**config.mk**
```make
export PLATFORM = sky130hd
export DESIGN_NAME = traceback_unit
export DESIGN_NICKNAME = d
export VERILOG_FILES = /design/src/rtl/vit_pkg.sv /design/src/rtl/tb_mem.sv /design/src/rtl/traceback_unit.sv
export SDC_FILE = /design/constraint.sdc
export NUM_CORES = 1
export LEC_CHECK = 0
export CAP_MARGIN = 20
export CORE_MARGIN = 5
export CORE_UTILIZATION = 58
export DETAILED_ROUTE_END_ITERATION = 6
export PLACE_DENSITY = 0.83
export SYNTH_ARGS = -nofsm -noshare
export SYNTH_HDL_FRONTEND = slang
export SYNTH_HIERARCHICAL = 1
export SYNTH_SLANG_ARGS = --single-unit
```
**constraint.sdc**
```tcl
create_clock -name clk -period 2.2 [get_ports clk]
set_input_delay 0.22 -clock clk [delete_from_list [all_inputs] [get_ports clk]]
set_output_delay 0.22 -clock clk [all_outputs]
set_load 0.02 [all_outputs]
```
**src/rtl/vit_pkg.sv**
```systemverilog
// Shared Viterbi traceback definitions: default sizing, FSM encoding and decision-word type.
package vit_pkg;

    localparam int VIT_NUM_STATES = 4;
    localparam int VIT_MAX_FRAME  = 16;

    typedef enum logic [1:0] {
        ST_IDLE   = 2'd0,
        ST_WRITE  = 2'd1,
        ST_TRACE  = 2'd2,
        ST_OUTPUT = 2'd3
    } tb_state_t;

    typedef logic [VIT_NUM_STATES-1:0] dec_word_t;

endpackage

```
**src/rtl/tb_mem.sv**
```systemverilog
// Survivor memory: one decision word per symbol, synchronous write, combinational read, no reset.
module tb_mem #(
    parameter int DEPTH = 16,
    parameter int WIDTH = 4,
    parameter int AW    = $clog2(DEPTH)
) (
    input  logic             clk,
    input  logic             i_we,
    input  logic [AW-1:0]    i_waddr,
    input  logic [WIDTH-1:0] i_wdata,
    input  logic [AW-1:0]    i_raddr,
    output logic [WIDTH-1:0] o_rdata
);

    logic [WIDTH-1:0] r_mem [DEPTH];

    always_ff @(posedge clk) begin
        if (i_we) begin
            r_mem[i_waddr] <= i_wdata;
        end
    end

    assign o_rdata = r_mem[i_raddr];

endmodule

```
**src/rtl/traceback_unit.sv**
```systemverilog
// Viterbi traceback: buffers a frame of ACS decisions, traces back from the end state,
// then streams the decoded bits out first-transmitted first.
module traceback_unit
    import vit_pkg::*;
#(
    parameter int NUM_STATES = VIT_NUM_STATES,
    parameter int MAX_FRAME  = VIT_MAX_FRAME
) (
    input  logic                  clk,
    input  logic                  rst,
    input  logic                  dec_valid,
    input  logic [NUM_STATES-1:0] dec_bits,
    input  logic                  dec_last,
    input  logic [1:0]            end_state,
    output logic                  in_ready,
    output logic                  out_valid,
    output logic                  out_bit,
    output logic                  out_last,
    input  logic                  out_ready,
    output logic                  overflow,
    output logic [1:0]            dbg_state
);

    localparam int AW = $clog2(MAX_FRAME);
    localparam int PW = AW + 1;

    tb_state_t               r_state;
    logic [PW-1:0]           r_wr_ptr;
    logic [PW-1:0]           r_rd_ptr;
    logic [PW-1:0]           r_tr_ptr;
    logic [PW-1:0]           r_len;
    logic [1:0]              r_cur_state;
    logic                    r_overflow;
    logic [MAX_FRAME-1:0]    r_obuf;

    logic                    w_accept;
    logic                    w_at_max;
    logic                    w_out_end;
    logic [NUM_STATES-1:0]   w_rd_word;

    // Handshakes: a word moves when dec_valid && in_ready at a rising edge; a bit moves when
    // out_valid && out_ready. Both sides hold their data until that edge.
    assign in_ready  = (r_state == ST_IDLE) || (r_state == ST_WRITE);
    assign w_accept  = dec_valid && in_ready;
    assign w_at_max  = (r_wr_ptr == PW'(MAX_FRAME - 1));
    assign w_out_end = (r_rd_ptr == r_len - PW'(1));

    assign out_valid = (r_state == ST_OUTPUT);
    assign out_last  = (r_state == ST_OUTPUT) && w_out_end;
    assign out_bit   = (r_state == ST_OUTPUT) ? r_obuf[r_rd_ptr[AW-1:0]] : 1'b0;
    assign overflow  = r_overflow;
    assign dbg_state = r_state;

    tb_mem #(
        .DEPTH (MAX_FRAME),
        .WIDTH (NUM_STATES)
    ) u_tb_mem (
        .clk     (clk),
        .i_we    (w_accept),
        .i_waddr (r_wr_ptr[AW-1:0]),
        .i_wdata (dec_bits),
        .i_raddr (r_tr_ptr[AW-1:0]),
        .o_rdata (w_rd_word)
    );

    always_ff @(posedge clk or posedge rst) begin
        if (rst) begin
            r_state     <= ST_IDLE;
            r_wr_ptr    <= '0;
            r_rd_ptr    <= '0;
            r_tr_ptr    <= '0;
            r_len       <= '0;
            r_cur_state <= '0;
            r_overflow  <= 1'b0;
        end else begin
            case (r_state)
                ST_IDLE, ST_WRITE: begin
                    if (dec_valid) begin
                        if (r_state == ST_IDLE) begin
                            r_overflow <= 1'b0;
                        end
                        // A full buffer without dec_last closes the frame from state 0.
                        if (dec_last || w_at_max) begin
                            r_len       <= r_wr_ptr + PW'(1);
                            r_tr_ptr    <= r_wr_ptr;
                            r_cur_state <= dec_last ? end_state : 2'b00;
                            r_overflow  <= !dec_last;
                            r_wr_ptr    <= '0;
                            r_state     <= ST_TRACE;
                        end else begin
                            r_wr_ptr <= r_wr_ptr + PW'(1);
                            r_state  <= ST_WRITE;
                        end
                    end
                end
                ST_TRACE: begin
                    r_cur_state <= {r_cur_state[0], w_rd_word[r_cur_state]};
                    if (r_tr_ptr == '0) begin
                        r_rd_ptr <= '0;
                        r_state  <= ST_OUTPUT;
                    end else begin
                        r_tr_ptr <= r_tr_ptr - PW'(1);
                    end
                end
                ST_OUTPUT: begin
                    if (out_ready) begin
                        if (w_out_end) begin
                            r_rd_ptr <= '0;
                            r_state  <= ST_IDLE;
                        end else begin
                            r_rd_ptr <= r_rd_ptr + PW'(1);
                        end
                    end
                end
                default: r_state <= ST_IDLE;
            endcase
        end
    end

    // The MSB of the traced state is the input bit that entered at that symbol.
    always_ff @(posedge clk) begin
        if (r_state == ST_TRACE) begin
            r_obuf[r_tr_ptr[AW-1:0]] <= r_cur_state[1];
        end
    end

endmodule
```
==> reports/results.md <==
| Item | Reported | Unit |
| --- | --- | --- |
| Run status | finished with violations | - |
| Violated checks | negative setup slack | - |
| Final setup fails | 1 | - |
| Post-synth design cell area | 4800 | um^2 |
| Filler-free cell count of the finished design | 485 | - |
| Share of power burned in combinational logic | 36.8 | % |
| Synth Instances | 332 | - |
| Fraction of registers with async set or reset after synthesis | 23.8 | % |
| Number of hold buffers added after cts | 0 | - |
| Sink Count | 105 | - |
| Adder-Cell Fraction of Synth Area | 2.35 | % |
| Switching Fraction | 35.1 | % |
| Ratio of cells with drive above 1 in the final layout | 17.4 | % |
| Post-layout net count | 395 | - |
| Final clock period utilization by the worst path | 105 | % |
| Area Overhead vs Synth | 14.3 | % |
| Clock latency on the worst-skew pair | 0.37 | ns |
| Largest driver fanout on the critical path | 5 | - |
| Internal portion of total power | 4.07 | mW |
| Vias in the first global route | 2986 | - |
| Sw Pwr | 2.20 | mW |
| Worst Clk Skew | 0.00943 | ns |
| Worst Reg-to-Reg Cells | 8 | - |
| Mean number of vias per cell | 5.98 | - |
| Max-Cap Viols | 0 | - |
| Initial Util | 59.0 | % |
| PwrDens | 1140 | nW/um^2 |
| HPWL after detailed placement | 6410 | um |
| Data arrival at the endpoint of the critical path | 2.10 | ns |
| Number of optimization iterations in the first detailed-route pass | 5 | - |
| Net Count, Synth | 352 | - |
| Wire length per cell after detailed routing | 19.1 | um |
| Final critical-path required period | 2.32 | ns |
| Reg-to-Reg Start | r_tr_ptr[0] | - |
| Boundary Pins | 18 | - |
| CORE AREA | 8130 | um^2 |
| Final hold vios | 0 | - |
| Number of different library cells in the post-synthesis netlist | 46 | - |
| Clock tree from TritonCTS | built | - |
| Aggregate global routing overflow | 0 | - |
| Iter 0 DRT Violations | 148 | - |
| Maximum resistive drop on vdd | 559 | uV |
| Portion of the post-synthesis area used by sequential elements | 63.1 | % |
| Required arrival time at the worst endpoint | 1.98 | ns |
| Reg-to-reg endpoint | r_cur_state[0] | - |
| Fill cell total of the finished layout | 570 | - |
| R2R Setup Slk | 0.15 | ns |
| Max Transition Viols Final | 0 | - |
| Leakage power of the design | 1.98 | nW |
| Residual DRC | 0 | - |
| Die Y-Extent | 101 | um |
| Syn_area_per_cell | 14.4 | um^2 |
| Detailed Route WL | 9250 | um |
| Share of the synthesized area in the top cell type | 50.1 | % |
| Number of nets still failing antenna checks after routing | 0 | - |
| CTS H-tree depth | 3 | - |
| Flip-flop cell with the highest count after synthesis | sky130_fd_sc_hd__edfxtp_1 | - |
| Hold WS | 0.204 | ns |
| Dominant cell type by area after synthesis | sky130_fd_sc_hd__edfxtp_1 | - |
| Leading cell types by total area after synthesis | sky130_fd_sc_hd__edfxtp_1 (50%), sky130_fd_sc_hd__dfrtp_1 (13%), sky130_fd_sc_hd__mux4_1 (9.3%) | - |
| Pin slew with the least headroom to its limit | 0.603 | ns |
| Total Routing Usage GR | 19.3 | % |
| Top-count cell post-synth | sky130_fd_sc_hd__edfxtp_1 | - |
| Multiplexer share of the synthesized area | 11.6 | % |
| Relative slew slack | 59.7 | % |
| Number of placed instances with taps included | 467 | - |
| YS warnings | 6 | - |
| First-pass GRT wire length | 14900 | um |
| Maximum clock frequency | 0.431 | GHz |
| Bufs on Longest Clock Path | 2 | - |
| Setup repair after global routing missed its margin | true | - |
| Largest net degree at the start of global routing | 26 | - |
| Type of element capturing the critical path | output pin | - |
| Clk network pwr share | 20.3 | % |
| Antenna violations before repair | 0 | - |
| Number of cell rows | 33 | - |
| Vias | 2901 | - |
| Root buf cell | sky130_fd_sc_hd__clkbuf_8 | - |
| Cts bufs inserted | 9 | - |
| Register bit count reported by yosys | 105 | - |
| Number of enable-type register cells in the synthesized netlist | 80 | - |
| Part of the total power dissipated in sequential elements | 42.9 | % |
| Most instantiated cells after synthesis | sky130_fd_sc_hd__edfxtp_1 (80), sky130_fd_sc_hd__nand2_1 (30), sky130_fd_sc_hd__dfrtp_1 (25) | - |
| Horizontal die dimension | 101 | um |
| Main combinational cell family by area after synthesis | simple AND/OR/NAND/NOR gates | - |
| Total die area | 10200 | um^2 |
| Compound-gate portion of the synthesized area | 6.78 | % |
| Clock transition at the registers of the reported paths | 0.11 | ns |
| Routability-driven placement congestion ratio | 0.828 | - |
| CP Class | reg -> out | - |
| Area fraction in and, or, nand and nor cells after synthesis | 12.5 | % |
| Number of port buffers | 17 | - |
| Path type of the worst min-delay path | in -> async | - |
| Worst Slack Setup Final | -0.118 | ns |
| Startpoint class of the critical path | flip-flop | - |
| Antenna Cells | 0 | - |
| Xor and xnor fraction of the mapped netlist area | 1.46 | % |
[cells in the final DEF (no fill, tap or decap), types with 9 or more instances in the layout]
cell type                          n
sky130_fd_sc_hd__and2_1           17
sky130_fd_sc_hd__buf_4            24
sky130_fd_sc_hd__clkbuf_8          9
sky130_fd_sc_hd__clkdlybuf4s50_1  15
sky130_fd_sc_hd__dfrtp_1          22
sky130_fd_sc_hd__edfxtp_1         80
sky130_fd_sc_hd__mux4_1           14
sky130_fd_sc_hd__nand2_1          30
sky130_fd_sc_hd__nand3_1          20
sky130_fd_sc_hd__nor2_1           20
sky130_fd_sc_hd__nor3_1           11
sky130_fd_sc_hd__o21ai_0          15
[sequential cells by signal, indices dropped and copies added (netlist names)]
name            flops
dbg_state           2
overflow            1
r_cur_state         2
r_len               5
r_obuf             16
r_rd_ptr            5
r_tr_ptr            5
r_wr_ptr            5
u_tb_mem/r_mem     64
[worst max-delay path by stage]
stage / slack [ns] / end / cells past startpoint / startpoint
after global placement: -0.22 / out_bit / 4 / r_rd_ptr[0]
after global routing: -0.19 / out_bit / 4 / r_rd_ptr[0]
after detailed placement: -0.26 / out_bit / 4 / r_rd_ptr[0]
after floorplan: 0.0001 / u_tb_mem/r_mem[0][0] / 5 / dbg_state[1]
after CTS: -0.15 / out_bit / 4 / r_rd_ptr[0]
final: -0.12 / out_bit / 4 / r_rd_ptr[0]
[area by class of cell]
cell class	instances	area [um^2]	area share (%)
well taps	105	131	2.40
repair buffers	41	362	6.60
flip-flops and latches	105	3030	55.3
multi-input cells	209	1700	31.0
clock inverters	7	95.1	1.73
inverters	9	37.5	0.685
clock buffers	9	124	2.26
[timing repair]
action                     in CTS  in global routing
buffers inserted                1                  1
resized for setup              16                 12
gates cloned                    0                  0
setup endpoints to repair       2                  4
pin swaps                       2                  2
[routing by layer]
metal / part of all wire, % / track usage [%]
met1: 40 / 24.2
met2: 53 / 33.2
met3: 4.4 / 3.25
met4: 2.8 / 8.28
met5: 0 / 0
[logic make-up after synthesis]
| logic type | count (synthesis) |
|---|---|
| fa+ha+maj | 9 |
| simple gates | 120 |
| flops | 105 |
| compound gates | 49 |
| xor+xnor | 8 |
| buf+inv | 18 |
| mux | 23 |
[critical path: stages, from the launching register on]
cell,delay (ns)
sky130_fd_sc_hd__dfrtp_2,0.46
sky130_fd_sc_hd__mux4_2,0.53
sky130_fd_sc_hd__mux4_2,0.48
sky130_fd_sc_hd__and2_4,0.15
sky130_fd_sc_hd__buf_6,0.12
[stage by stage]
step / TNS [ns] / area, um^2 / utilization, % / power [mW] / setup WS, ns
finish: -0.118 / 5480 / 67.4 / 6.27 / -0.118
global route: -0.221 / 5480 / 67.4 / 6.63 / -0.186
floorplan: 0 / 4800 / - / 4.15 / 0.000123
detailed placement: -0.322 / 5200 / 64.0 / 4.87 / -0.262
global placement: -0.223 / 5200 / 64.0 / 4.76 / -0.223
CTS: -0.146 / 5420 / 66.6 / 6.17 / -0.146
[power by group through the flow]
stage	Combinational, mW	Clock (mW)	Sequential, mW
after CTS	2.20	1.30	2.67
after floorplan	1.46	0	2.69
after global placement	2.08	0	2.68
after global routing	2.52	1.39	2.73
final	2.31	1.27	2.69
after detailed placement	2.16	0	2.71
(Power assumes the default switching activity.)
